==> src/rtl/mc14500_seq.sv <==
// mc14500_seq: program sequencer and I/O bus controller for an MC14500 1-bit ICU.
// Ports: clk/rst (sync, active-high), run start pulse, rom_addr/rom_data program ROM
// (1-cycle read), icu_i/icu_write/icu_d_out/icu_d_in ICU bus, in_bits/out_bits I/O, halted, stk_err.
// Latency: 1 cycle from run to first instruction in E; taken JMP/call/RTN costs one bubble.
// Backpressure: none; the ICU consumes one instruction per cycle while running.
module mc14500_seq #(
  parameter int PCW   = 8,
  parameter int IOW   = 4,
  parameter int DEPTH = 4
) (
  input  logic               clk,
  input  logic               rst,
  input  logic               run,
  output logic [PCW-1:0]     rom_addr,
  input  logic [PCW+3:0]     rom_data,
  output logic [3:0]         icu_i,
  input  logic               icu_write,
  input  logic               icu_d_out,
  output logic               icu_d_in,
  input  logic [2**IOW-1:0]  in_bits,
  output logic [2**IOW-1:0]  out_bits,
  output logic               halted,
  output logic               stk_err
);

  localparam int SPW = $clog2(DEPTH) + 1;

  localparam logic [3:0] OP_NOPO = 4'b0000;
  localparam logic [3:0] OP_JMP  = 4'b1100;
  localparam logic [3:0] OP_RTN  = 4'b1101;
  localparam logic [3:0] OP_NOPF = 4'b1111;

  typedef enum logic {S_HALT, S_RUN} state_t;

  state_t           state, state_nx;
  logic [PCW-1:0]   pc, pc_nx;
  logic [PCW-1:0]   e_pc, e_pc_nx;
  logic             e_valid, e_valid_nx;
  logic [SPW-1:0]   sp, sp_nx;
  logic             push;
  logic             err_set;
  logic [PCW-1:0]   stack [DEPTH];

  logic [3:0]       opcode;
  logic [PCW-1:0]   operand;
  logic [IOW-1:0]   io_sel;
  logic [PCW-1:0]   pc_inc;
  logic [PCW-1:0]   ret_addr;
  logic [SPW-1:0]   sp_dec;

  assign opcode   = rom_data[PCW+3:PCW];
  assign operand  = rom_data[PCW-1:0];
  assign io_sel   = operand[IOW-1:0];
  assign pc_inc   = pc + PCW'(1);
  // Return address wraps the same way the pc does.
  assign ret_addr = e_pc + PCW'(1);
  assign sp_dec   = sp - SPW'(1);

  assign rom_addr = pc;
  assign icu_i    = e_valid ? opcode : OP_NOPO;
  assign icu_d_in = in_bits[io_sel];
  assign halted   = (state == S_HALT);

  always_comb begin
    state_nx   = state;
    pc_nx      = pc;
    e_pc_nx    = e_pc;
    e_valid_nx = 1'b0;
    sp_nx      = sp;
    push       = 1'b0;
    err_set    = 1'b0;
    case (state)
      S_HALT: begin
        if (run) begin
          pc_nx      = pc_inc;
          e_pc_nx    = pc;
          e_valid_nx = 1'b1;
          state_nx   = S_RUN;
        end
      end
      S_RUN: begin
        pc_nx      = pc_inc;
        e_pc_nx    = pc;
        e_valid_nx = 1'b1;
        // Any transfer squashes the word fetched behind it; halts resume at e_pc+1.
        if (e_valid) begin
          case (opcode)
            OP_JMP: begin
              pc_nx      = operand;
              e_valid_nx = 1'b0;
            end
            OP_NOPF: begin
              e_valid_nx = 1'b0;
              if (sp < SPW'(DEPTH)) begin
                push  = 1'b1;
                sp_nx = sp + SPW'(1);
                pc_nx = operand;
              end else begin
                err_set  = 1'b1;
                state_nx = S_HALT;
                pc_nx    = ret_addr;
              end
            end
            OP_RTN: begin
              e_valid_nx = 1'b0;
              if (sp != '0) begin
                sp_nx = sp_dec;
                pc_nx = stack[sp_dec[SPW-2:0]];
              end else begin
                err_set  = 1'b1;
                state_nx = S_HALT;
                pc_nx    = ret_addr;
              end
            end
            OP_NOPO: begin
              e_valid_nx = 1'b0;
              state_nx   = S_HALT;
              pc_nx      = ret_addr;
            end
            default: ;
          endcase
        end
      end
      default: state_nx = S_HALT;
    endcase
  end

  always_ff @(posedge clk) begin
    if (rst) begin
      state    <= S_HALT;
      pc       <= '0;
      e_pc     <= '0;
      e_valid  <= 1'b0;
      sp       <= '0;
      stk_err  <= 1'b0;
      out_bits <= '0;
    end else begin
      state   <= state_nx;
      pc      <= pc_nx;
      e_pc    <= e_pc_nx;
      e_valid <= e_valid_nx;
      sp      <= sp_nx;
      if (err_set) stk_err <= 1'b1;
      if (e_valid && icu_write) out_bits[io_sel] <= icu_d_out;
    end
  end

  // Stack storage needs no reset; sp alone defines which entries are live.
  always_ff @(posedge clk) begin
    if (push) stack[sp[SPW-2:0]] <= ret_addr;
  end

endmodule

==> config.mk <==
export PLATFORM = sky130hd
export DESIGN_NAME = mc14500_seq
export DESIGN_NICKNAME = d
export VERILOG_FILES = /design/src/rtl/mc14500_seq.sv
export SDC_FILE = /design/constraint.sdc
export NUM_CORES = 1
export LEC_CHECK = 0
export ABC_AREA = 1
export CAP_MARGIN = 20
export CORE_ASPECT_RATIO = 1.5
export CORE_UTILIZATION = 48
export DETAILED_ROUTE_END_ITERATION = 10
export PLACE_DENSITY_LB_ADDON = 0.2
export REMOVE_ABC_BUFFERS = 1
export SLEW_MARGIN = 20
export SYNTH_ARGS = -nofsm -noshare
export SYNTH_HDL_FRONTEND = slang
export SYNTH_SLANG_ARGS = --single-unit
==> constraint.sdc <==
create_clock -name clk -period 1.8 [get_ports clk]
set_clock_uncertainty 0.15 [all_clocks]
set_input_delay 0.36 -clock clk [delete_from_list [all_inputs] [get_ports clk]]
set_output_delay 0.36 -clock clk [all_outputs]
set_load 0.02 [all_outputs]
==> results of run 1 <==
## metal layers
layer	up-vias	GRT usage, %	share of wire, %	wire length (um)
met2	83	45.9	53	5040
met5	-	0	0	0
met3	22	5.08	4.3	412
met4	0	10.9	3.1	295
li1	1738	-	-	-
met1	1594	26.5	40	3820
## area by class of cell
type / instances / area [um2] / share of cell area [%]
sequential: 70 / 1730 / 34.4
clock inverter: 6 / 68.8 / 1.37
multi-input combinational: 313 / 1700 / 33.8
inverter: 68 / 255 / 5.08
tap: 100 / 125 / 2.49
clock buffer: 10 / 128 / 2.54
timing repair buffer: 113 / 1020 / 20.4
## metrics by stage
stage / TNS (ns) / std cells / setup WS, ns / hold slack, ns
floorplan: -3.28 / 451 / -0.338 / 0.272
global placement: -15.71 / 663 / -0.722 / 0.300
detailed placement: -18.39 / 663 / -0.786 / 0.303
CTS: -0.0558 / 679 / -0.0558 / 0.314
global route: -0.203 / 680 / -0.0392 / 0.330
finish: 0 / 680 / 0.00503 / 0.311
## how the worst min path moves through the flow
stage | slack [ns] | endpoint | from
after floorplan | 0.27 | rom_addr[2] | rst
after global placement | 0.30 | out_bits[2] | out_bits[2]
after detailed placement | 0.30 | out_bits[1] | out_bits[1]
after CTS | 0.31 | out_bits[1] | out_bits[1]
after global routing | 0.33 | out_bits[1] | out_bits[1]
final | 0.31 | out_bits[1] | out_bits[1]
## placed cells by master (no fill, tap or decap), drive strengths merged
cell type        n
nand4            7
nand2          137
nor2            32
o22ai            3
edfxtp          32
clkdlybuf4s50   11
xor2             9
nand3           48
inv             70
o21ai           22
clkbuf          10
a22oi           12
bufinv           1
dlygate4sd2     29
a211oi           1
a21oi           30
clkinv           3
clkdlybuf4s15    4
ha               7
buf             53
a22o             1
a31oi            1
dfxtp           38
dlymetal6s2s    16
nor3             3
## sequential cells by signal, summed over array words and instances, names as in the netlist
| signal | count |
|---|---|
| sp | 3 |
| stack | 32 |
| stk_err | 1 |
| state | 1 |
| out_bits | 16 |
| e_pc | 8 |
| e_valid | 1 |
| rom_addr | 8 |
## power breakdown
| part | internal [uW] | switching (uW) | leakage [uW] |
|---|---|---|---|
| Clock | 653 | 649 | 0.0000993 |
| Sequential | 1680 | 24.4 | 0.000609 |
| Combinational | 188 | 235 | 0.00168 |
| Total | 2520 | 908 | 0.00239 |
## critical path, cell delays in order
cell,delay (ns)
buf_2,0.15
nand2_2,0.09
inv_2,0.06
a22oi_2,0.19
nand2_1,0.09
nand2_1,0.08
nand4_1,0.10
buf_6,0.15
## logic make-up (layout without fill, tap and decap cells)
group	Yosys count	in the layout	synth area share [%]
AOI/OAI and AO/OA	70	70	11.3
xor gates and xnor gates	9	9	2.16
adders and majority gates	7	7	2.40
buffers and inverters	78	197	8.39
DFF	70	70	47.1
and+or+nand+nor	227	227	28.7
## timing repair
action,CTS,global route
hold endpoints to repair,0,0
gates resized for setup,53,43
pin swaps,0,18
endpoints found under the setup margin,31,43
buffers inserted,0,1
==> results.cfg, run 1 <==
[die]
core_mm2 = 0.00732
die_w_um = 73.2
chipHeight_um = 109
io_pins = 64
start_util_pct = 49.9
placementRows = 38
die_area_mm2 = 0.00797

[detailed_routing]
vias = 3437
drt_wl_total_um = 9570
drtIter0Drc = 148
wl_per_cell_um = 14.1
routed_via_density = 5.05
drc = 0
ant_nets = 0
dr.pass1.iters = 4

[synth]
synth_most_common_cell = nand2_1
syn_inst = 461
synth_top_cell_by_area = edfxtp_1
synth_common_cells = 128 x nand2_1, 63 x inv_1, 43 x nand3_1
avgSynthCellArea_um2 = 7.93
yosysTopAreaCellShare_pct = 26.3
synth_seq_cells = 70
synth_async_sr_flop_share_pct = 0
ys_seq_area_share_pct = 47.1
synth.distinct_cells = 33
synth_edf_count = 32
yosys_warnings = 0
synthFlopType = dfxtp_1
ys_top_cells_by_area = edfxtp_1 26%, dfxtp_1 21%, nand2_1 13%, inv_1 6.5%, nand3_1 5.9%
synthesis.area_mm2 = 0.00365

[timing]
drv_slew = 0
fmax_mhz = 557
slew_headroom_pct = 74.2
finalWorstPathRequiredPeriod_ns = 1.79
hold_viol = 0
tightest_slew_ns = 0.386
setup_violations = 0
rsz0062_at_grt = yes
period_share_pct = 99.7

[global_route]
overflow = 0
grtUsageTotal_pct = 24.8
antenna_found_initial = 0
grt_pass1_wl_um = 14800
grt_max_degree = 20
grt_pass1_vias = 3408

[worst_setup_path]
worstSetupPathType = input port to output pin
rr_startpoint = sp[0]
crit_arrival_ns = 1.28
r2r_cells = 11
cp.required_ns = 1.29
startpoint = rom_data[1]
r2r_end = sp[2]
rrSetupSlack_ns = 0.11
crit_end = icu_d_in
crit_path_end_kind = output pin
startpoint_type = input port
crit_path_max_fanout = 5

[cells_and_area]
drive_gt1_share_pct = 21.0
finalInstanceArea_mm2 = 0.00502
fill_cells = 645
nets = 615
diodes = 0
syn2layout_area_growth_pct = 37.5
final_util_pct = 68.6

[power]
finalPower_uw = 3430
power_density_mw_per_mm2 = 682
leakagePower_uw = 0.00239
ir_worst_vdd_uv = 573

[cts]
clk_pin_slew_worst_paths_ns = 0.08
htree_levels = 3
cts_made_buffers = 9
clkLatencyLatePin_ns = 0.36
cts_buffer_depth = 2
clock-root-buffer = clkbuf_8
cts_hold_buf = 0
cts_tree = done
cts_sinks = 70

[job]
cap_violations = 0

[placement]
gp_congestion = 0.898
dp_hpwl_um = 6990
port_buffers = 63
place_area_mm2 = 0.00474

[min_path]
holdPathStages = 2
hp-class = flip-flop to flip-flop

[outcome]
status = complete, no violations
Note: power is estimated with default switching activity, not from simulation.
==> run 2: changes to the inputs <==
CORE_UTILIZATION = 49   (was 48)
CTS_BUF_LIST = sky130_fd_sc_hd__clkbuf_4   (was unset)
TNS_END_PERCENT = 30   (was unset)
==> run 2 against run 1 <==
- the flow now finishes with violations (setup timing)
- power decreased by 3.3%
- flip-flop and latch count is the same
- die area fell by 2.0%
- largest power group unchanged
==> results.cfg, run 2 (synthesis results as in run 1) <==
[outcome]
status = complete, but fails checks
violations = setup timing

[timing]
setup_slack_ns = -0.0114
tightest_slew_ns = 0.439
drv_slew = 0
fmax_mhz = 552
period_share_pct = 101
setup_violations = 1
finalWorstPathRequiredPeriod_ns = 1.81
hold_viol = 0
rsz0062_at_grt = yes
slew_headroom_pct = 70.6

[cts]
clkLatencyLatePin_ns = 0.42
cts_sinks = 70
cts_buffer_depth = 2
clk_pin_slew_worst_paths_ns = 0.12
cts_hold_buf = 0
clock-root-buffer = clkbuf_4
cts_made_buffers = 9
cts_tree = done
htree_levels = 3

[cells_and_area]
fill_cells = 623
largest_reg_flops = 32
diodes = 0
final_cells = 679
multi_input_comb_area_mm2 = 0.00169
ff_latch_area_mm2 = 0.00173
final_util_pct = 68.8
final_common_cell = nand2_1
final_cell_mix = 123 x nand2_1, 59 x inv_1, 49 x buf_4, 43 x nand3_1, 35 x dfxtp_1
finalInstanceArea_mm2 = 0.00497
nets = 614
drive_gt1_share_pct = 22.1
syn2layout_area_growth_pct = 36.1

[global_route]
grtUsageTotal_pct = 24.0
overflow = 0
grt_pass1_wl_um = 14100
grt_max_degree = 20
grt_pass1_vias = 3293
antenna_found_initial = 0

[detailed_routing]
wl_per_cell_um = 13.6
wl_met2_um = 4970
vias = 3442
routed_via_density = 5.07
top_layer_used = met4
met3WireLength_um = 378
drtIter0Drc = 161
dr.pass1.iters = 5
wirelength_met1_um = 3710
ant_nets = 0
drt_wl_total_um = 9240
drc = 0

[die]
io_pins = 64
placementRows = 38
start_util_pct = 50.6
die_area_mm2 = 0.00781
chipHeight_um = 108
die_w_um = 72.5
core_mm2 = 0.00723

[worst_setup_path]
cp.required_ns = 1.29
worstSetupPathType = input port to output pin
r2r_cells = 11
startpoint_type = input port
crit_arrival_ns = 1.30
crit_path_max_fanout = 5
r2r_end = sp[2]
rrSetupSlack_ns = 0.10
rr_startpoint = sp[1]
crit_path_end_kind = output pin

[placement]
port_buffers = 63
place_area_mm2 = 0.00473
dpl.cell_count = 662
dp_hpwl_um = 6890
gp_congestion = 0.855

[min_path]
hp-class = input port to flip-flop
min-delay-start = rom_data[0]
holdPathStages = 5
min_to = out_bits[12]

[power]
leakagePower_uw = 0.00238
power_density_mw_per_mm2 = 666
ir_worst_vdd_uv = 531

[job]
cap_violations = 0
==> run 2: changes by cell type in the layout (fill, tap and decap cells not counted), moves of 2 or more <==
| cell | previous run | this run |
|---|---|---|
| a22oi_1 | 7 | 5 |
| a22oi_2 | 5 | 7 |
| buf_6 | 2 | 0 |
| clkbuf_2 | 0 | 3 |
| clkbuf_4 | 0 | 10 |
| clkbuf_8 | 9 | 0 |
| dlygate4sd2_1 | 29 | 26 |
| dlymetal6s2s_1 | 16 | 18 |
| nand2_1 | 125 | 123 |
| nand2_2 | 10 | 13 |
| nor2_1 | 18 | 20 |
==> run 2: worst max-delay path, cell delays in order <==
cell and delay (ns):
buf_2 0.15, nand2_2 0.09, inv_2 0.07, a22oi_2 0.22, nand2_1 0.08, nand2_1 0.06
nand4_1 0.10, buf_4 0.17
==> run 2: where the power goes <==
group	internal, uW	switching [uW]	total, uW
Sequential	1680	23.5	1700
Clock	591	603	1190
Combinational	184	233	417
Total	2450	859	3310
==> run 2: what timing repair did <==
action	in CTS	in global routing
gates resized for setup	47	51
pin swaps	0	15
setup buffers	0	1
setup endpoints to repair	31	11
==> run 2: stage by stage <==
stage	power (uW)	setup WS, ns	TNS (ns)	hold WS [ns]
finish	3310	-0.0114	-0.0114	0.316
global route	3440	-0.0512	-0.0841	0.308
CTS	3310	-0.119	-0.119	0.321
detailed placement	2150	-0.773	-17.16	0.304
global placement	2150	-0.722	-15.59	0.301
floorplan	1910	-0.338	-3.28	0.272
==> run 2: cell type report <==
| cell class | instances | share of cell area, % |
|---|---|---|
| Sequential cell | 70 | 34.7 |
| Clock buffer | 10 | 1.51 |
| Multi-Input combinational cell | 313 | 34.1 |
| Timing Repair Buffer | 112 | 20.2 |
| Clock inverter | 6 | 1.89 |
| Tap cell | 100 | 2.52 |
| Inverter | 68 | 5.13 |
==> run 2: routing by layer <==
metal  up-vias  track usage [%]
met1      1611             25.2
met5         -                0
met4         0             7.98
li1       1734                -
met2        82             44.8
met3        15             6.55
==> run 2: how the worst max path moves through the flow <==
stage             endpoint         from  cells after the start
6_report          icu_d_in  rom_data[1]                      8
3_5_place_dp      icu_d_in  rom_data[0]                      9
3_3_place_gp      icu_d_in  rom_data[0]                      9
4_1_cts           icu_d_in  rom_data[1]                      8
5_1_grt           icu_d_in  rom_data[0]                      9
2_1_floorplan  rom_addr[3]        sp[0]                      9
==> run 3: changes to the inputs <==
GPL_TIMING_DRIVEN = 0   (was unset)
TNS_END_PERCENT = 5   (was 30)
==> run 3 against run 2 <==
- the flow still finishes with violations (setup timing)
- critical path depth shrank 2
- flip-flop and latch count unchanged
- routed wire length down 5.1%
- power fell by 3.2%
- core utilization is 5.0 points lower
- clock power shrank 3%
- critical path type unchanged
- largest cell class unchanged
==> results.cfg, run 3 (synthesis results as in run 1) <==
[outcome]
status = complete, but fails checks
violations = setup timing

[placement]
dp_hpwl_um = 6450
dpl.cell_count = 614
port_buffers = 63
place_area_mm2 = 0.00436
gp_congestion = 0.857

[global_route]
grtUsageTotal_pct = 24.4
overflow = 0
grt_pass1_wl_um = 14100
grt_max_degree = 27
grt_pass1_vias = 3124
antenna_found_initial = 1

[worst_setup_path]
rrSetupSlack_ns = 0.02
worstSetupPathType = input port to output pin
r2r_cells = 9
cp.required_ns = 1.29
rr_startpoint = sp[0]
startpoint_type = input port
crit_path_max_fanout = 1
r2r_end = rom_addr[2]
crit_arrival_ns = 1.35
crit_path_end_kind = output pin

[detailed_routing]
drtIter0Drc = 107
wl_met2_um = 4770
drt_wl_total_um = 8770
routed_via_density = 5.10
top_layer_used = met4
wl_per_cell_um = 13.8
dr.pass1.iters = 4
vias = 3242
wirelength_met1_um = 3400
met3WireLength_um = 445
drc = 0
ant_nets = 0

[die]
start_util_pct = 50.6
placementRows = 38
die_area_mm2 = 0.00781
core_mm2 = 0.00723
chipHeight_um = 108
io_pins = 64
die_w_um = 72.5

[timing]
slew_headroom_pct = 55.9
tightest_slew_ns = 0.662
setup_violations = 1
rsz0062_at_grt = yes
final.setup.tns_ns = -0.0584
period_share_pct = 103
fmax_mhz = 538
drv_slew = 0
hold_viol = 0
fin_hold_ws_ns = 0.204
setup_slack_ns = -0.0584
finalWorstPathRequiredPeriod_ns = 1.86

[power]
ir_worst_vdd_uv = 852
power_density_mw_per_mm2 = 694
finalPower_uw = 3200
leakagePower_uw = 0.00201

[cells_and_area]
drive_gt1_share_pct = 16.3
final_cell_mix = 126 x nand2_1, 60 x inv_1, 42 x nand3_1, 32 x dfxtp_1, 32 x edfxtp_1
syn2layout_area_growth_pct = 26.3
finalInstanceArea_mm2 = 0.00461
final_cells = 636
final_common_cell = nand2_1
largest_reg_flops = 32
nets = 570
fill_cells = 640

[cts]
cts_buffer_depth = 2
htree_levels = 3
clk_pin_slew_worst_paths_ns = 0.11
cts_made_buffers = 9
cts_tree = done
cts_sinks = 70
clkLatencyLatePin_ns = 0.43
cts_hold_buf = 0
clock-root-buffer = clkbuf_4

[job]
cap_violations = 0

[min_path]
hp-class = input port to flip-flop
min-delay-start = rom_data[0]
min_to = out_bits[0]
holdPathStages = 4
==> run 3: changes by cell type in the layout (fill, tap and decap cells not counted), moves of 4 or more <==
cell | previous run | this run
a22oi_1 | 5 | 9
nor2_1 | 20 | 15
a22oi_2 | 7 | 3
clkdlybuf4s50_1 | 10 | 23
dlymetal6s2s_1 | 18 | 1
buf_4 | 49 | 5
==> run 3: metal layers <==
metal	global-route usage, %	up-vias
met5	0	-
li1	-	1661
met1	26.4	1487
met2	44.7	82
met3	5.52	12
met4	9.66	0
==> run 3: report_power, final <==
group          total, uW  internal, uW  switching (uW)
registers           1710          1680            30.4
logic                349           140             208
clock network       1150           577             572
==> run 3: metrics by stage <==
| stage | setup slack (ns) | utilization (%) |
|---|---|---|
| after floorplan | -0.338 | - |
| after global placement | -1.16 | 60.3 |
| after detailed placement | -1.21 | 60.3 |
| after CTS | -0.223 | 63.5 |
| after global routing | -0.124 | 63.9 |
| final | -0.0584 | 63.9 |
==> run 3: worst max-delay path by stage <==
stage / startpoint / to / slack (ns)
floorplan: sp[0] / rom_addr[3] / -0.34
global placement: sp[0] / rom_addr[2] / -1.16
detailed placement: sp[0] / rom_addr[2] / -1.21
CTS: rom_data[1] / icu_d_in / -0.22
global route: rom_data[0] / icu_d_in / -0.12
finish: in_bits[11] / icu_d_in / -0.06
==> run 3: final cells by class <==
cell class | instances | area, um2 | area share (%)
diodes | 1 | 2.50 | 0.0542
clock inverters | 6 | 85.1 | 1.84
well taps | 100 | 125 | 2.71
repair buffers | 68 | 617 | 13.4
flip-flops and latches | 70 | 1740 | 37.6
multi-input cells | 313 | 1710 | 37.0
inverters | 68 | 267 | 5.78
clock buffers | 10 | 75.1 | 1.63
==> run 3: timing repair <==
action | 4_1_cts | 5_1_grt
setup endpoints to repair | 85 | 49
resized for setup | 79 | 22
pin swaps | 1 | 3
buffers inserted | 4 | 1
==> run 3: critical path, cell delays in order <==
cell	delay, ns
clkdlybuf4s50_1	0.42
a22oi_2	0.18
nand2_1	0.08
nand2_1	0.06
nand4_1	0.08
buf_2	0.16
